## src/rtl/cnn_pkg.sv

```systemverilog
// cnn_pkg: fp32 helpers shared by the layers that avoid floating-point IP.
package cnn_pkg;

    localparam logic [31:0] FP_ZERO = 32'h0;

    function automatic logic [31:0] fp_relu(input logic [31:0] x);
        return x[31] ? FP_ZERO : x;
    endfunction

    // Both operands must be non-negative, so magnitude order equals fp order (positive NaN wins).
    function automatic logic [31:0] fp_max_pos(input logic [31:0] a, input logic [31:0] b);
        return (a[30:0] >= b[30:0]) ? a : b;
    endfunction

endpackage

```

## src/rtl/pool_line_buf.sv

```systemverilog
// pool_line_buf: simple dual-port RAM holding one row of pair maxima; registered read, no content reset.
module pool_line_buf #(
    parameter int DEPTH = 128,
    parameter int AW    = $clog2(DEPTH)
) (
    input  logic          clk,
    input  logic          we,
    input  logic [AW-1:0] waddr,
    input  logic [31:0]   wdata,
    input  logic [AW-1:0] raddr,
    output logic [31:0]   rdata
);

    logic [31:0] mem_q [DEPTH];
    logic [31:0] rdata_q;

    always_ff @(posedge clk) begin
        if (we) mem_q[waddr] <= wdata;
        rdata_q <= mem_q[raddr];
    end

    assign rdata = rdata_q;

endmodule

```

## src/rtl/relu_maxpool2x2.sv

```systemverilog
// relu_maxpool2x2: ReLU followed by 2x2 stride-2 max pooling over a row-major fp32 pixel stream.
module relu_maxpool2x2
    import cnn_pkg::*;
#(
    parameter int C_WIDTH  = 9,
    parameter int C_LENGTH = 2*C_WIDTH,
    parameter int MAX_W    = 256
) (
    input  logic                clk,
    input  logic                rst_n,
    input  logic                param_ena,
    input  logic [C_WIDTH-1:0]  param_width,
    input  logic [C_LENGTH-1:0] param_length,
    input  logic                pxl_ena_z,
    input  logic [31:0]         pxl_z,
    output logic                pool_ena,
    output logic [31:0]         pool_data,
    output logic                frame_done,
    output logic                busy
);

    localparam int AW = $clog2(MAX_W/2);

    logic [C_WIDTH-1:0]  width_q, width_d, col_q, col_d;
    logic [C_LENGTH-1:0] length_q, length_d, pix_q, pix_d;
    logic                row_q, row_d, busy_q, busy_d;
    logic [31:0]         h_q, h_d, s1_pair_q, s1_pair_d, pool_data_q, pool_data_d;
    logic                s1_vld_q, s1_vld_d, s1_last_q, s1_last_d;
    logic                pool_ena_q, pool_ena_d, frame_done_q, frame_done_d;
    logic [31:0]         relu, pair, lb_rdata;
    logic                last_pix, col_last, odd, lb_we;
    logic [AW-1:0]       lb_addr;

    always_comb begin
        relu     = fp_relu(pxl_z);
        pair     = fp_max_pos(h_q, relu);
        last_pix = (pix_q + C_LENGTH'(1)) == length_q;
        col_last = col_q == (width_q - C_WIDTH'(1));
        odd      = col_q[0];
        lb_addr  = col_q[AW:1];
        lb_we    = pxl_ena_z & odd & ~row_q;
        width_d  = (param_ena & ~busy_q) ? param_width : width_q;
        length_d = (param_ena & ~busy_q) ? param_length : length_q;
        // The final pixel rewinds the counters at once so a pixel right behind it opens the next frame.
        col_d    = !pxl_ena_z ? col_q : (last_pix | col_last) ? '0 : col_q + C_WIDTH'(1);
        row_d    = !pxl_ena_z ? row_q : last_pix ? 1'b0 : row_q ^ col_last;
        pix_d    = !pxl_ena_z ? pix_q : last_pix ? '0 : pix_q + C_LENGTH'(1);
        h_d      = (pxl_ena_z & ~odd) ? relu : h_q;
        busy_d   = pxl_ena_z | (pix_q != '0);
        s1_vld_d  = pxl_ena_z & odd & row_q;
        s1_pair_d = (pxl_ena_z & odd) ? pair : s1_pair_q;
        s1_last_d = pxl_ena_z & last_pix;
        pool_ena_d   = s1_vld_q;
        pool_data_d  = s1_vld_q ? fp_max_pos(s1_pair_q, lb_rdata) : pool_data_q;
        frame_done_d = s1_last_q;
    end

    // Frame parameters survive reset so a frame can be replayed without reprogramming.
    always_ff @(posedge clk) begin
        width_q  <= width_d;
        length_q <= length_d;
    end

    always_ff @(posedge clk or negedge rst_n) begin
        if (!rst_n) begin
            col_q        <= '0;
            row_q        <= 1'b0;
            pix_q        <= '0;
            h_q          <= FP_ZERO;
            busy_q       <= 1'b0;
            s1_vld_q     <= 1'b0;
            s1_pair_q    <= FP_ZERO;
            s1_last_q    <= 1'b0;
            pool_ena_q   <= 1'b0;
            pool_data_q  <= FP_ZERO;
            frame_done_q <= 1'b0;
        end else begin
            col_q        <= col_d;
            row_q        <= row_d;
            pix_q        <= pix_d;
            h_q          <= h_d;
            busy_q       <= busy_d;
            s1_vld_q     <= s1_vld_d;
            s1_pair_q    <= s1_pair_d;
            s1_last_q    <= s1_last_d;
            pool_ena_q   <= pool_ena_d;
            pool_data_q  <= pool_data_d;
            frame_done_q <= frame_done_d;
        end
    end

    pool_line_buf #(.DEPTH(MAX_W/2), .AW(AW)) u_line_buf (
        .clk   (clk),
        .we    (lb_we),
        .waddr (lb_addr),
        .wdata (pair),
        .raddr (lb_addr),
        .rdata (lb_rdata)
    );

    assign pool_ena   = pool_ena_q;
    assign pool_data  = pool_data_q;
    assign frame_done = frame_done_q;
    assign busy       = busy_q;

endmodule

```

## config.mk

```make
export PLATFORM = sky130hd
export DESIGN_NAME = relu_maxpool2x2
export DESIGN_NICKNAME = d
export VERILOG_FILES = /design/src/rtl/cnn_pkg.sv /design/src/rtl/pool_line_buf.sv /design/src/rtl/relu_maxpool2x2.sv
export SDC_FILE = /design/constraint.sdc
export NUM_CORES = 2
export LEC_CHECK = 0
export CAP_MARGIN = 20
export CORE_AREA = 2 2 629 443
export CTS_CLUSTER_SIZE = 16
export DETAILED_ROUTE_END_ITERATION = 8
export DIE_AREA = 0 0 631 445
export GPL_TIMING_DRIVEN = 1
export PLACE_DENSITY_LB_ADDON = 0.05
export SLEW_MARGIN = 20
export SYNTH_ARGS = -nofsm -noshare
export SYNTH_HDL_FRONTEND = slang
export SYNTH_SLANG_ARGS = --single-unit
```

## constraint.sdc

```tcl
create_clock -name clk -period 5.4 [get_ports clk]
set_clock_uncertainty 0.2 [all_clocks]
set_input_delay 0.81 -clock clk [delete_from_list [all_inputs] [get_ports clk]]
set_output_delay 0.81 -clock clk [all_outputs]
set_load 0.01 [all_outputs]
```

==> impl_metrics.tcl <==
set metrics [dict create \
    synth_edf_count 3995 \
    rsz0062_at_grt "no" \
    final_common_cell "edfxtp_1" \
    finalSetupTns_ns 0 \
    hold_end "frame_done" \
    yosysWarnings 0 \
    boundaryPins 98 \
    finalPower_w 0.0957 \
    core_area_mm2 0.274 \
    cts_made_buffers 380 \
    vias_per_cell 7.42 \
    syn_avg_cell_area_um2 17.7 \
    antenna_found_initial 53 \
    synthTopCellsByArea "edfxtp_1 77%, a22oi_1 4.1%, a221oi_1 2.0%, dfrtp_1 2.0%, mux2i_1 1.4%" \
    hp-class "flip-flop to flip-flop" \
    dpl-instance-area_mm2 0.169 \
    syn-num-nets 8940 \
    cp_max_fo 26 \
    initial_utilization_pct 56.9 \
    die_area_mm2 0.281 \
    h-tree-depth 5 \
    finalInstanceArea_mm2 0.181 \
    dp.cells 12800 \
    cts_setup_buffers 0 \
    gp_congestion 0.982 \
    max-slew-margin-rel_pct 12.1 \
    finalWirelength_um 601000 \
    synthToLayoutAreaGrowth_pct 16.2 \
    netlist.area_leader.share_pct 76.8 \
    p_leak_nw 58.2 \
    hold_depth 0 \
    stdcell_count 13500 \
    maxCapViolCount 0 \
    vias 99900 \
    report.final.slew_viol_count 0 \
    max_freq_mhz 190 \
    grt_util_all_layers_pct 42.3 \
    hold_viol 0 \
    r2r-end "u_line_buf.rdata[28]" \
    yosysTopAreaCell "edfxtp_1" \
    chipWidth_um 631 \
    powerDensity_mw_per_mm2 528 \
    ys_types 84 \
    ant_nets 0 \
    clk_pin_slew_worst_paths_ns 0.07 \
    critPathKind "flip-flop to flip-flop" \
    die_h_um 445 \
    grt_max_degree 74 \
    worstMarginPinSlew_ns 1.31 \
    status "finished, final reports clean" \
    overflow 0 \
    worstSetupStartpointType "flip-flop" \
    cts_buffer_depth 4 \
    grt_pass1_wl_um 799000 \
    crit_arrival_ns 5.88 \
    reg2regPathDepth 8 \
    drt-wirelength-per-cell_um 44.6 \
    crit_path_end_kind "flip-flop" \
    r2r_slack_ns 0.15 \
    syn_area_mm2 0.156 \
    rows 161 \
    synthFlopType "edfxtp_1" \
    layout-drive-gt1-share_pct 18.2 \
    synthArstFlopShare_pct 3.03 \
    hold_start "frame_done_d" \
    drt_first_pass_iters 9 \
    drt_iter0_drc 20500 \
    period_minus_slack_ns 5.25 \
    grt_pass1_vias 90100 \
    clk_latency_ns 0.95 \
    numPortBuffers 96 \
    mostFrequentLayoutCells "3995 x edfxtp_1, 850 x a22oi_1, 541 x buf_4, 390 x clkbuf_16, 365 x a221oi_1" \
    clkSinkCount 4152 \
    ir_worst_vdd_uv 443 \
    fin_nets 9599 \
    ys_ff_latch 4152 \
    critical_path_required_ns 6.02 \
    drc 0 \
    dp_hpwl_um 371000 \
    synth_seq_area_share_pct 79.3 \
    synthCells 8811 \
    period_share_pct 97.3 \
    cts_root_buffer "clkbuf_16" \
    cts_tree "built" \
    rr_startpoint "col_q[1]" \
    setup_viol 0 \
]
[per-layer routing]
| metal | share of wire [%] | vias to the layer above | global-route usage, % |
|---|---|---|---|
| li1 | - | 37900 | - |
| met1 | 36 | 51300 | 59.8 |
| met2 | 40 | 9211 | 55.5 |
| met3 | 18 | 1413 | 18.8 |
| met4 | 5.9 | 42 | 20.7 |
| met5 | 0.085 | - | 0 |
[Yosys cell counts, types with 40 or more instances]
master / instances
a21oi_1: 219
a221o_1: 55
a221oi_1: 365
a222oi_1: 46
a22o_1: 241
a22oi_1: 850
a31oi_1: 224
a41oi_1: 50
buf_1: 73
buf_2: 271
clkbuf_1: 212
dfrtp_1: 126
edfxtp_1: 3995
ha_1: 66
inv_1: 44
mux2_2: 166
mux2i_1: 214
mux4_2: 47
nand2_1: 262
nand3_1: 60
nand4_1: 92
nor2_1: 379
nor4_1: 40
o21ai_0: 175
[timing repair]
| item | 4_1_cts | 5_1_grt |
|---|---|---|
| hold endpoints to repair | 71 | 0 |
| hold buffers | 1 | 0 |
| endpoints found under the setup margin | 0 | 0 |
| resized for setup | 0 | 0 |
[critical path: stages (launching register included)]
cell      delay (ns)
dfrtp_4         0.94
buf_4           0.51
buf_4           0.36
mux2_2          0.37
a222oi_1        0.32
o21ai_0         0.31
o211ai_1        0.97
nand4_1         0.74
buf_12          0.35
[power breakdown]
group	total, W	switching (W)	internal, W
clock network	0.0268	0.0118	0.0150
registers	0.0387	0.000896	0.0378
logic	0.0302	0.0215	0.00872
total	0.0957	0.0342	0.0615
[cell type report]
class / instances / area (um2)
diodes: 31 / 77.6
clock buffers: 488 / 10300
clock inverters: 190 / 1750
fillers: 18500 / 93000
inverters: 46 / 180
multi-input cells: 4019 / 31000
flip-flops and latches: 4152 / 124000
well taps: 3667 / 4590
repair buffers: 871 / 9680
[cell families after synthesis]
logic type | Yosys count | share of synthesized area (%)
AOI/OAI and AO/OA | 2434 | 11.7
xor gates and xnor gates | 51 | 0.286
adders and majority gates | 66 | 0.529
buffers and inverters | 640 | 1.86
DFF | 4152 | 79.3
muxes | 427 | 3.25
other | 1 | 0.00240
and+or+nand+nor | 1040 | 3.14
[worst max-delay path by stage]
stage | from | end | slack (ns) | depth (start not counted)
after floorplan | col_q[4] | u_line_buf.mem_q[81][0] | 0.20 | 7
after global placement | col_q[1] | u_line_buf.rdata[25] | -0.28 | 9
after detailed placement | pxl_z[31] | u_line_buf.mem_q[96][23] | 0.34 | 14
after CTS | col_q[1] | u_line_buf.rdata[25] | 0.54 | 9
after global routing | col_q[1] | u_line_buf.rdata[28] | 0.34 | 8
final | col_q[1] | u_line_buf.rdata[28] | 0.15 | 8
[through the flow]
stage / hold WS (ns) / util [%] / worst slack, ns
detailed placement: 0.137 / 61.6 / 0.341
CTS: 0.153 / 66.0 / 0.536
floorplan: 0.131 / - / 0.200
global route: 0.155 / 66.1 / 0.338
finish: 0.150 / 66.1 / 0.146
global placement: 0.138 / 61.6 / -0.284
[state kept, by name, indices dropped and copies added, names as in the netlist]
signal / count
pool_ena_d: 1
col_q: 9
s1_pair_q: 31
h_q: 31
width_q: 9
pool_ena: 1
row_q: 1
frame_done_d: 1
u_line_buf.mem_q: 3968
u_line_buf.rdata: 31
busy: 1
pix_q: 18
pool_data: 31
frame_done: 1
length_q: 18
Power figures use the tool's default switching activity.
